[src/rtl/mips_pkg.sv]
// Shared constants and types for the MIPS pipeline stages.
package mips_pkg;

  localparam int unsigned NBITS = 32;

  localparam logic [NBITS-1:0] RESET_PC  = 32'd4;
  localparam logic [NBITS-1:0] HALT_WORD = 32'hFFFF_FFFF;
  localparam logic [NBITS-1:0] NOP_WORD  = 32'h0000_0000;

  // Next-PC source chosen by the fetch stage each cycle.
  typedef enum logic [2:0] {
    PcHold,
    PcSeq,
    PcBranch,
    PcJump,
    PcHalt
  } pc_sel_e;

endpackage

[src/rtl/if_id_latch.sv]
// IF/ID pipeline register: loads a fetched instruction with its PC+4, or is flushed to a bubble.
module if_id_latch #(
  parameter int unsigned      NBITS    = mips_pkg::NBITS,
  parameter logic [NBITS-1:0] NOP_WORD = NBITS'(mips_pkg::NOP_WORD)
) (
  input  logic             i_clk,
  input  logic             i_reset,
  input  logic             i_load,
  input  logic             i_flush,
  input  logic [NBITS-1:0] i_instruction,
  input  logic [NBITS-1:0] i_pc4,
  output logic [NBITS-1:0] o_instruction,
  output logic [NBITS-1:0] o_pc4
);

  logic [NBITS-1:0] instr_q, instr_d;
  logic [NBITS-1:0] pc4_q, pc4_d;

  // Flush wins over load; with neither asserted the register holds.
  always_comb begin
    instr_d = instr_q;
    pc4_d   = pc4_q;
    if (i_flush) begin
      instr_d = NOP_WORD;
      pc4_d   = '0;
    end else if (i_load) begin
      instr_d = i_instruction;
      pc4_d   = i_pc4;
    end
  end

  always_ff @(posedge i_clk) begin
    if (!i_reset) begin
      instr_q <= NOP_WORD;
      pc4_q   <= '0;
    end else begin
      instr_q <= instr_d;
      pc4_q   <= pc4_d;
    end
  end

  assign o_instruction = instr_q;
  assign o_pc4         = pc4_q;

endmodule

[src/rtl/etapa_fetch.sv]
// Instruction-fetch stage: owns the PC, picks the next PC and feeds the IF/ID register.
module etapa_fetch #(
  parameter int unsigned      NBITS     = mips_pkg::NBITS,
  parameter logic [NBITS-1:0] RESET_PC  = NBITS'(mips_pkg::RESET_PC),
  parameter logic [NBITS-1:0] HALT_WORD = NBITS'(mips_pkg::HALT_WORD),
  parameter logic [NBITS-1:0] NOP_WORD  = NBITS'(mips_pkg::NOP_WORD)
) (
  input  logic             i_clk,
  input  logic             i_reset,
  input  logic [NBITS-1:0] i_instruction,
  input  logic             i_stall,
  input  logic             i_jump,
  input  logic [NBITS-1:0] i_jump_addr,
  input  logic             i_branch_taken,
  input  logic [NBITS-1:0] i_branch_target,
  input  logic             i_debug_mode,
  input  logic             i_step,
  output logic [NBITS-1:0] o_PC,
  output logic [NBITS-1:0] o_ifid_instruction,
  output logic [NBITS-1:0] o_ifid_pc4,
  output logic             o_halt
);

  import mips_pkg::*;

  logic [NBITS-1:0] pc_q, pc_d;
  logic [NBITS-1:0] pc_plus4;
  logic             halt_q, halt_d;
  logic             advance;
  logic             ifid_load, ifid_flush;
  pc_sel_e          sel;

  assign advance  = !halt_q && (!i_debug_mode || i_step);
  assign pc_plus4 = pc_q + NBITS'(4);

  always_comb begin
    sel = PcHold;
    if (advance) begin
      if (i_branch_taken)                  sel = PcBranch;
      else if (i_jump)                     sel = PcJump;
      else if (i_stall)                    sel = PcHold;
      else if (i_instruction == HALT_WORD) sel = PcHalt;
      else                                 sel = PcSeq;
    end
  end

  // Redirect targets are word-aligned by dropping the two low bits.
  always_comb begin
    pc_d       = pc_q;
    halt_d     = halt_q;
    ifid_load  = 1'b0;
    ifid_flush = 1'b0;
    unique case (sel)
      PcBranch: begin
        pc_d       = {i_branch_target[NBITS-1:2], 2'b00};
        ifid_flush = 1'b1;
      end
      PcJump: begin
        pc_d       = {i_jump_addr[NBITS-1:2], 2'b00};
        ifid_flush = 1'b1;
      end
      PcHalt: begin
        halt_d     = 1'b1;
        ifid_flush = 1'b1;
      end
      PcSeq: begin
        pc_d      = pc_plus4;
        ifid_load = 1'b1;
      end
      default: ;
    endcase
  end

  always_ff @(posedge i_clk) begin
    if (!i_reset) begin
      pc_q   <= RESET_PC;
      halt_q <= 1'b0;
    end else begin
      pc_q   <= pc_d;
      halt_q <= halt_d;
    end
  end

  if_id_latch #(
    .NBITS   (NBITS),
    .NOP_WORD(NOP_WORD)
  ) u_if_id_latch (
    .i_clk        (i_clk),
    .i_reset      (i_reset),
    .i_load       (ifid_load),
    .i_flush      (ifid_flush),
    .i_instruction(i_instruction),
    .i_pc4        (pc_plus4),
    .o_instruction(o_ifid_instruction),
    .o_pc4        (o_ifid_pc4)
  );

  assign o_PC   = pc_q;
  assign o_halt = halt_q;

endmodule

[config.mk]
export PLATFORM = sky130hd
export DESIGN_NAME = etapa_fetch
export DESIGN_NICKNAME = d
export VERILOG_FILES = /design/src/rtl/mips_pkg.sv /design/src/rtl/if_id_latch.sv /design/src/rtl/etapa_fetch.sv
export SDC_FILE = /design/constraint.sdc
export NUM_CORES = 1
export LEC_CHECK = 0
export BUFFER_PORTS_ARGS = -buffer_cell sky130_fd_sc_hd__buf_2
export CORE_UTILIZATION = 35
export CTS_BUF_LIST = sky130_fd_sc_hd__clkbuf_8 sky130_fd_sc_hd__clkbuf_16
export CTS_CLUSTER_DIAMETER = 100
export DETAILED_ROUTE_END_ITERATION = 16
export GPL_TIMING_DRIVEN = 0
export PLACE_DENSITY = 0.72
export SLEW_MARGIN = 20
export SYNTH_ARGS = -nofsm -noshare
export SYNTH_HDL_FRONTEND = slang
export SYNTH_SLANG_ARGS = --single-unit
export TNS_END_PERCENT = 1
[constraint.sdc]
create_clock -name i_clk -period 2.2 [get_ports i_clk]
set_input_delay 0.55 -clock i_clk [delete_from_list [all_inputs] [get_ports i_clk]]
set_output_delay 0.55 -clock i_clk [all_outputs]
set_load 0.02 [all_outputs]
==> results_dict.tcl <==
set metrics [dict create \
    first_global_vias 4529 \
    synth_top_cell_area_share 0.417 \
    ant_nets 0 \
    synth_area_leader_cell "dfxtp_1" \
    antenna_found_initial 0 \
    period_share 0.969 \
    syn_inst 579 \
    critPathKind "reg -> reg" \
    r2r_slack_ps 70 \
    ys_top_cells_by_area "dfxtp_1 42%, nand2_1 11%, a21oi_1 8.6%" \
    path_max_fanout 6 \
    nNetsFinal 898 \
    status "complete, no violations" \
    hold_viol_final 0 \
    fp-row-count 40 \
    min_period_ps 2130 \
    clkTransAtPathRegs_ps 70 \
    avgSynthCellArea_um2 7.72 \
    ys_seq_area_frac 0.417 \
    grt_pass1_wl_um 24300 \
    clock-sinks 93 \
    rr_startpoint "o_PC[2]$_SDFFE_PN1P_" \
    postLayoutCellArea_um2 6150 \
    fp.dieH_um 115 \
    vias 5105 \
    placed_cells 941 \
    reg2reg_depth 7 \
    final_cell_mix "206 x buf_2, 130 x nand2_1, 86 x dfxtp_1" \
    gp_congestion 0.875 \
    worstPathRequired_ps 2460 \
    yosysWarnings 0 \
    drc_errors 0 \
    antenna_cells 0 \
    grt_overflow 0 \
    fp.dieW_um 115 \
    area_growth_pct 37.7 \
    htreeDepth 3 \
    hold-path-cell-count 2 \
    async_reset_ff_frac 0 \
    p_leak_nw 2.65 \
    fin_worst_hold_slack_ps 452 \
    grt_usage 0.241 \
    drive_above_1_share 0.364 \
    r2r-end "o_PC[24]$_SDFFE_PN0P_" \
    place.port_buffers 191 \
    via_per_inst 5.28 \
    die-area_um2 13200 \
    syn_area_um2 4470 \
    cts_max_path_buffers 2 \
    end_kind "flop" \
    postCtsHoldBufs 0 \
    coreArea_um2 12200 \
    totalWireLength_um 16800 \
    fmax_ghz 0.469 \
    synth_seq_cells 93 \
    drtIter0Drc 460 \
    fin_cells 967 \
    hold_class "reg -> reg" \
    cap_violations 0 \
    drt_first_pass_iters 5 \
    wl_per_cell_um 17.4 \
    fin_util 0.504 \
    critical_path.startpoint "o_PC[2]$_SDFFE_PN1P_" \
    mostFrequentLayoutCell "buf_2" \
    clkLatencyLatePin_ps 340 \
    fin_worst_skew_ps 6.92 \
    tns_ps 0 \
    cts_made_buffers 9 \
    max-vdd-ir-drop_mv 0.392 \
    powerDensity_nw_per_um2 653 \
    ys_types 58 \
    hpwl_um 12200 \
    worstMarginPinSlew_ps 649 \
    dpl-instance-area_um2 5650 \
    root_buffer "clkbuf_16" \
    slew_viol_final 0 \
    cp.arrival_ps 2390 \
    ys.flop_type "dfxtp_1" \
    grt_max_degree 16 \
    synth_edf_count 0 \
    relSlewSlack 0.568 \
    holdPathEnd "u_if_id_latch.o_instruction[11]$_SDFFE_PP0P_" \
    setup_viol 0 \
    start_kind "flop" \
    min_from "u_if_id_latch.o_instruction[11]$_SDFFE_PP0P_" \
    ios 200 \
    initial_utilization 0.366 \
    cts_tree "yes" \
]
## worst max-delay path, cell delays in order, from the launching register on
cell      delay, ps
dfxtp_2         390
ha_1            260
and2_2          240
nand3_2         160
or4_4           590
nor3_1          170
a221oi_1         90
o22ai_1         160
## repair_timing
item,4_1_cts,5_1_grt
setup buffers,5,5
setup endpoints to repair,91,78
gates resized for setup,28,28
pin swaps,2,4
## area by class of cell
class | instances | area (µm²)
fillers | 1255 | 6060
multi-input cells | 438 | 2490
flip-flops and latches | 93 | 1870
repair buffers | 201 | 1030
plain buffers | 46 | 253
clock buffers | 10 | 239
well taps | 168 | 210
clock inverters | 6 | 40.0
inverters | 5 | 18.8
## through the flow
stage	total power [W]	worst slack (ps)
detailed placement	0.00253	-765
global route	0.00416	-39.8
floorplan	0.00224	30.7
finish	0.00402	67.6
CTS	0.00400	-14.2
global placement	0.00253	-752
## how the worst max path moves through the flow
stage                                           endpoint  slack, ps
floorplan           u_if_id_latch.o_pc4[31]$_SDFFE_PP0P_         30
global placement    u_if_id_latch.o_pc4[28]$_SDFFE_PP0P_       -750
detailed placement  u_if_id_latch.o_pc4[24]$_SDFFE_PP0P_       -770
CTS                                o_PC[23]$_SDFFE_PN0P_        -10
global route                       o_PC[14]$_SDFFE_PN0P_        -40
finish                             o_PC[24]$_SDFFE_PN0P_         70
## sequential cells by signal, summed over array words and instances (netlist names)
register,flops
u_if_id_latch.o_instruction,32
u_if_id_latch.o_pc4,30
o_PC,30
o_halt,1
## where the power goes
group          total (W)  internal (W)  switching [W]  leakage [nW]
clock network    0.00148      0.000794       0.000685         0.132
registers        0.00184       0.00175      0.0000883         0.759
logic           0.000703      0.000269       0.000434          1.76
total            0.00402       0.00281        0.00121          2.65
## cells by family (layout without fill, tap and decap cells)
group                      Yosys count  in the layout  share of synthesized area
adders and majority gates            1              1                    0.00280
DFF                                 93             93                      0.417
buffers and inverters               51            268                     0.0524
other                                1              4                   0.000839
and+or+nand+nor                    254            254                      0.267
xor gates and xnor gates            26             26                     0.0510
AOI/OAI and AO/OA                  153            153                      0.210
## per-layer routing
metal,vias to the layer above,wire length [µm],track usage
met2,245,7900,0.393
met3,16,1420,0.0443
met1,2369,7280,0.326
met4,0,213,0.0623
li1,2475,-,-
met5,-,0,0
## Yosys cell counts (2+ instances only)
cell,n
a211oi_1,16
a21oi_1,77
a221oi_1,8
a222oi_1,3
a22oi_1,5
a31oi_1,3
and2_1,3
and3_1,5
and4_1,2
buf_1,2
buf_2,19
buf_4,5
clkbuf_1,20
dfxtp_1,93
inv_1,5
nand2_1,130
nand2b_1,2
nand3_1,13
nand4_1,14
nor2_1,38
nor3_1,18
nor4_1,7
nor4_2,4
o2111ai_1,2
o21a_1,2
o21ai_0,6
o21ai_1,15
o22ai_1,3
or3_1,4
or4_1,2
or4b_1,2
xnor2_1,11
xor2_1,15
Power figures use the tool's default switching activity.
